--- config.mk ---
export PLATFORM = sky130hd
export DESIGN_NAME = spi_master
export DESIGN_NICKNAME = d
export VERILOG_FILES = /design/src/rtl/spi_master.sv
export SDC_FILE = /design/constraint.sdc
export NUM_CORES = 1
export LEC_CHECK = 0
export ABC_AREA = 1
export BUFFER_PORTS_ARGS = -buffer_cell sky130_fd_sc_hd__buf_2
export CAP_MARGIN = 20
export CORE_MARGIN = 2
export CORE_UTILIZATION = 45
export DETAILED_ROUTE_END_ITERATION = 8
export GPL_ROUTABILITY_DRIVEN = 1
export SLEW_MARGIN = 10
export SYNTH_ARGS = -nofsm -noshare
export SYNTH_HDL_FRONTEND = slang
export SYNTH_SLANG_ARGS = --single-unit
--- constraint.sdc ---
create_clock -name clkOut -period 2.2 [get_ports clkOut]
set_clock_uncertainty 0.05 [all_clocks]
set_input_delay 0.44 -clock clkOut [delete_from_list [all_inputs] [get_ports clkOut]]
set_output_delay 0.44 -clock clkOut [all_outputs]
set_load 0.005 [all_outputs]
--- src/rtl/spi_master.sv ---
// SPI mode-0 master, MSB first, 8-bit bytes, with multi-byte frames held under one ss.
// Frames end with a trailing half-period (ss low, sck low) followed by an ss-high gap.
module spi_master #(
  parameter int CLK_DIV = 4,
  parameter int SS_GAP  = 2
) (
  input  logic       clkOut,
  input  logic       reset_network,
  input  logic [7:0] tx_data,
  input  logic       tx_valid,
  input  logic       tx_last,
  output logic       tx_ready,
  output logic [7:0] rx_data,
  output logic       rx_valid,
  output logic       busy,
  output logic       sck,
  output logic       ss,
  output logic       mosi,
  input  logic       miso
);

  typedef enum logic [2:0] {IDLE, SHIFT, WAIT, TRAIL, GAP} state_e;

  localparam logic [7:0] DIV_M1 = 8'(CLK_DIV - 1);
  localparam logic [7:0] GAP_M1 = 8'(SS_GAP - 1);

  state_e     state_q, state_d;
  logic [7:0] cnt_q, cnt_d;
  logic [3:0] half_q, half_d;
  logic [7:0] txsh_q, txsh_d;
  logic [7:0] rxsh_q, rxsh_d;
  logic [7:0] rx_data_q, rx_data_d;
  logic       rx_valid_q, rx_valid_d;
  logic       last_q, last_d;

  logic       half_end;
  logic       accept;

  assign half_end = (cnt_q == DIV_M1);
  assign accept   = tx_valid && tx_ready;

  always_ff @(posedge clkOut) begin
    if (reset_network) begin
      state_q    <= IDLE;
      cnt_q      <= '0;
      half_q     <= '0;
      txsh_q     <= '0;
      rxsh_q     <= '0;
      rx_data_q  <= '0;
      rx_valid_q <= 1'b0;
      last_q     <= 1'b0;
    end else begin
      state_q    <= state_d;
      cnt_q      <= cnt_d;
      half_q     <= half_d;
      txsh_q     <= txsh_d;
      rxsh_q     <= rxsh_d;
      rx_data_q  <= rx_data_d;
      rx_valid_q <= rx_valid_d;
      last_q     <= last_d;
    end
  end

  always_comb begin
    state_d    = state_q;
    cnt_d      = cnt_q;
    half_d     = half_q;
    txsh_d     = txsh_q;
    rxsh_d     = rxsh_q;
    rx_data_d  = rx_data_q;
    rx_valid_d = 1'b0;
    last_d     = last_q;
    case (state_q)
      IDLE, WAIT: begin
        if (accept) begin
          txsh_d  = tx_data;
          last_d  = tx_last;
          cnt_d   = '0;
          half_d  = '0;
          state_d = SHIFT;
        end
      end
      SHIFT: begin
        if (half_end) begin
          cnt_d  = '0;
          half_d = half_q + 4'd1;
          // End of a low half: sck rises on this edge, so miso is captured now.
          if (!half_q[0])
            rxsh_d = {rxsh_q[6:0], miso};
          else if (half_q != 4'd15)
            txsh_d = {txsh_q[6:0], 1'b0};
          if (half_q == 4'd15) begin
            rx_data_d  = rxsh_q;
            rx_valid_d = 1'b1;
            state_d    = last_q ? TRAIL : WAIT;
          end
        end else begin
          cnt_d = cnt_q + 8'd1;
        end
      end
      TRAIL: begin
        if (half_end) begin
          cnt_d   = '0;
          state_d = GAP;
        end else begin
          cnt_d = cnt_q + 8'd1;
        end
      end
      GAP: begin
        if (cnt_q == GAP_M1) begin
          cnt_d   = '0;
          state_d = IDLE;
        end else begin
          cnt_d = cnt_q + 8'd1;
        end
      end
      default: state_d = IDLE;
    endcase
  end

  always_comb begin
    tx_ready = (state_q == IDLE) || (state_q == WAIT);
    busy     = (state_q != IDLE);
    sck      = (state_q == SHIFT) && half_q[0];
    ss       = !((state_q == SHIFT) || (state_q == WAIT) || (state_q == TRAIL));
    mosi     = ss ? 1'b0 : txsh_q[7];
    rx_data  = rx_data_q;
    rx_valid = rx_valid_q;
  end

endmodule
==> out/qor.yml <==
status: "completed"
rsz0062_at_grt: "false"
cts_setup_buffers: 0
slowest_stage: "dfxtp_1"
syn_inst: 287
setup_tns_ns: 0
fp-row-count: 24
whs_ns: 0.374
clockBufferDepth: 2
leakagePower_nw: 1.05
grt_pass1_wl_um: 6960
design.die.area_mm2: 0.00500
avgViaCountPerCell: 4.82
async_reset_ff_share_pct: 0
ctsHoldBuffers: 0
diodes: 0
power_mw: 2.16
routed_wl_um: 3810
cts.clk_slew.worst_paths_ns: 0.08
numClockSinks: 41
min-delay-path-class: "in -> reg"
fillers: 453
ctsResizeCount: 0
start_util_pct: 46.3
die_h_um: 70.7
seqCellArea_um2: 821
reg2regPathDepth: 9
synth_ff_type: "dfxtp_1"
synth-edff-count: 0
num_vias: 1753
layout_common_cells: "nand2_1, inv_1, dfxtp_1"
drtIter0Drc: 95
cp_cell_sequence: "inv_2 > nand3_4 > nor2_1 > buf_2"
coreArea_mm2: 0.00432
area_delta_synth_final_pct: 14.0
hold_end: "rxsh_q[0]"
grt_pass1_vias: 1580
yosys_register_bits: 41
cp-end-kind: "output port"
antenna_found_initial: 0
multi_input_area_um2: 963
wl_per_cell_um: 10.5
hold_viol_final: 0
synth_top_area_share_pct: 41.0
syn_nets: 303
postSynthAreaPerCell_um2: 6.98
worst_pin_slew_ns: 0.687
syn-cell-area_mm2: 0.00200
slew_headroom_pct: 54.1
synthTopCellsByArea: "dfxtp_1, nand2_1, a21oi_1"
r2r-end: "state_q[0]"
yosys_warnings: 0
worst-setup-path-type: "reg -> out"
required_ns: 1.71
max_freq_mhz: 599
clk_latency_ns: 0.30
finish.utilization_pct: 52.8
power_density_mw_per_mm2: 946
gp_congestion: 0.828
cts_tree: "yes"
fp.dieW_um: 70.7
gr-total-overflow: 0
irDropWorstVdd_v: 0.000420
rr_startpoint: "half_q[0]"
final_antenna_net_count: 0
fin_crit_ns: 1.67
ys_seq_area_share_pct: 41.0
dr.pass1.iters: 4
crit_path_start_kind: "register"
setup_viol: 0
nets: 327
critPathMaxFanout: 12
io_buffers: 26
max_stage_delay_ns: 0.34
arrival_ns: 1.18
post-synth-top-area-cell: "dfxtp_1"
reg2reg_setup_slack_ns: 0.59
drive_gt1_share_pct: 15.4
pin_count: 27
hold_start: "miso"
route.detailed.drc: 0
final-max-slew-violation-count: 0
htree_levels: 2
finalCritPeriodShare_pct: 75.8
setup_slack_ns: 0.532
dp_slack_ns: 0.470
maxCapViolations: 0
cts_root_buf: "clkbuf_8"
grt_usage_pct: 17.2
synth_cell_type_count: 25
layout_commonest_cell: "nand2_1"
whs_path_depth: 3
grt_max_degree: 27
cts_buffers: 5
dp_hpwl_um: 2670
[layout make-up]
class | count | area share [%]
Tap cell | 52 | 2.85
Clock buffer | 5 | 3.02
Clock inverter | 3 | 3.02
Sequential cell | 41 | 36.0
Timing Repair Buffer | 26 | 5.70
Multi-Input combinational cell | 193 | 42.2
Inverter | 44 | 7.24
[layer usage]
layer / wire [um] / GRT usage, % / vias up
met2: 1630 / 25.8 / 40
met5: 0 / 0 / -
met4: 65 / 6.50 / 0
met1: 1930 / 23.7 / 756
li1: - / - / 950
met3: 182 / 4.70 / 7
[how the worst max path moves through the flow]
| stage | from | slack [ns] | cells past startpoint | end |
|---|---|---|---|---|
| 4_1_cts | state_q[2] | 0.50 | 4 | sck |
| 6_report | state_q[2] | 0.53 | 4 | sck |
| 3_5_place_dp | reset_network | 0.47 | 4 | rx_data[2] |
| 5_1_grt | state_q[2] | 0.40 | 6 | rx_data[1] |
| 3_3_place_gp | reset_network | 0.52 | 4 | rxsh_q[0] |
| 2_1_floorplan | cnt_q[0] | 0.77 | 7 | rxsh_q[4] |
[stage by stage]
step           instance area (um^2)  instances
3_3_place_gp                   2140        356
3_5_place_dp                   2140        356
4_1_cts                        2280        364
5_1_grt                        2280        364
2_1_floorplan                  2000        287
6_report                       2280        364
[cell usage after synthesis (2+ instances only)]
cell and instances:
nor2_2 2, ha_1 3, o21ai_0 18, inv_2 3, nand3_1 16, nand2_1 74, nand3_4 3, buf_4 3
clkbuf_1 5, inv_1 41, xor2_1 2, o21ai_1 5, dfxtp_1 41, a21oi_1 34, nor2_1 25, nand4_1 2
nand2_2 2
[registers in the layout, indices dropped and copies added (netlist names)]
name	count
last_q	1
cnt_q	8
rx_data	8
state_q	3
txsh_q	8
rx_valid	1
half_q	4
rxsh_q	8
[worst max-delay path, delay by kind of cell, from the launching register on]
family / cells / cell delay [ns]
buffers and inverters: 2 / 0.24
flip-flops: 1 / 0.34
AND/OR/NAND/NOR: 2 / 0.29
[kinds of logic after synthesis]
| logic type | synth area share [%] |
|---|---|
| DFF | 41.0 |
| AOI/OAI and AO/OA | 15.0 |
| adders and majority gates | 1.88 |
| and+or+nand+nor | 30.4 |
| buffers and inverters | 10.9 |
| xor gates and xnor gates | 0.875 |
[power by group]
group          internal [mW]  switching [mW]  leakage, nW
combinational          0.179           0.385        0.647
sequential             0.811          0.0474        0.332
clock                  0.457           0.280       0.0687
Power figures use the tool's default switching activity.
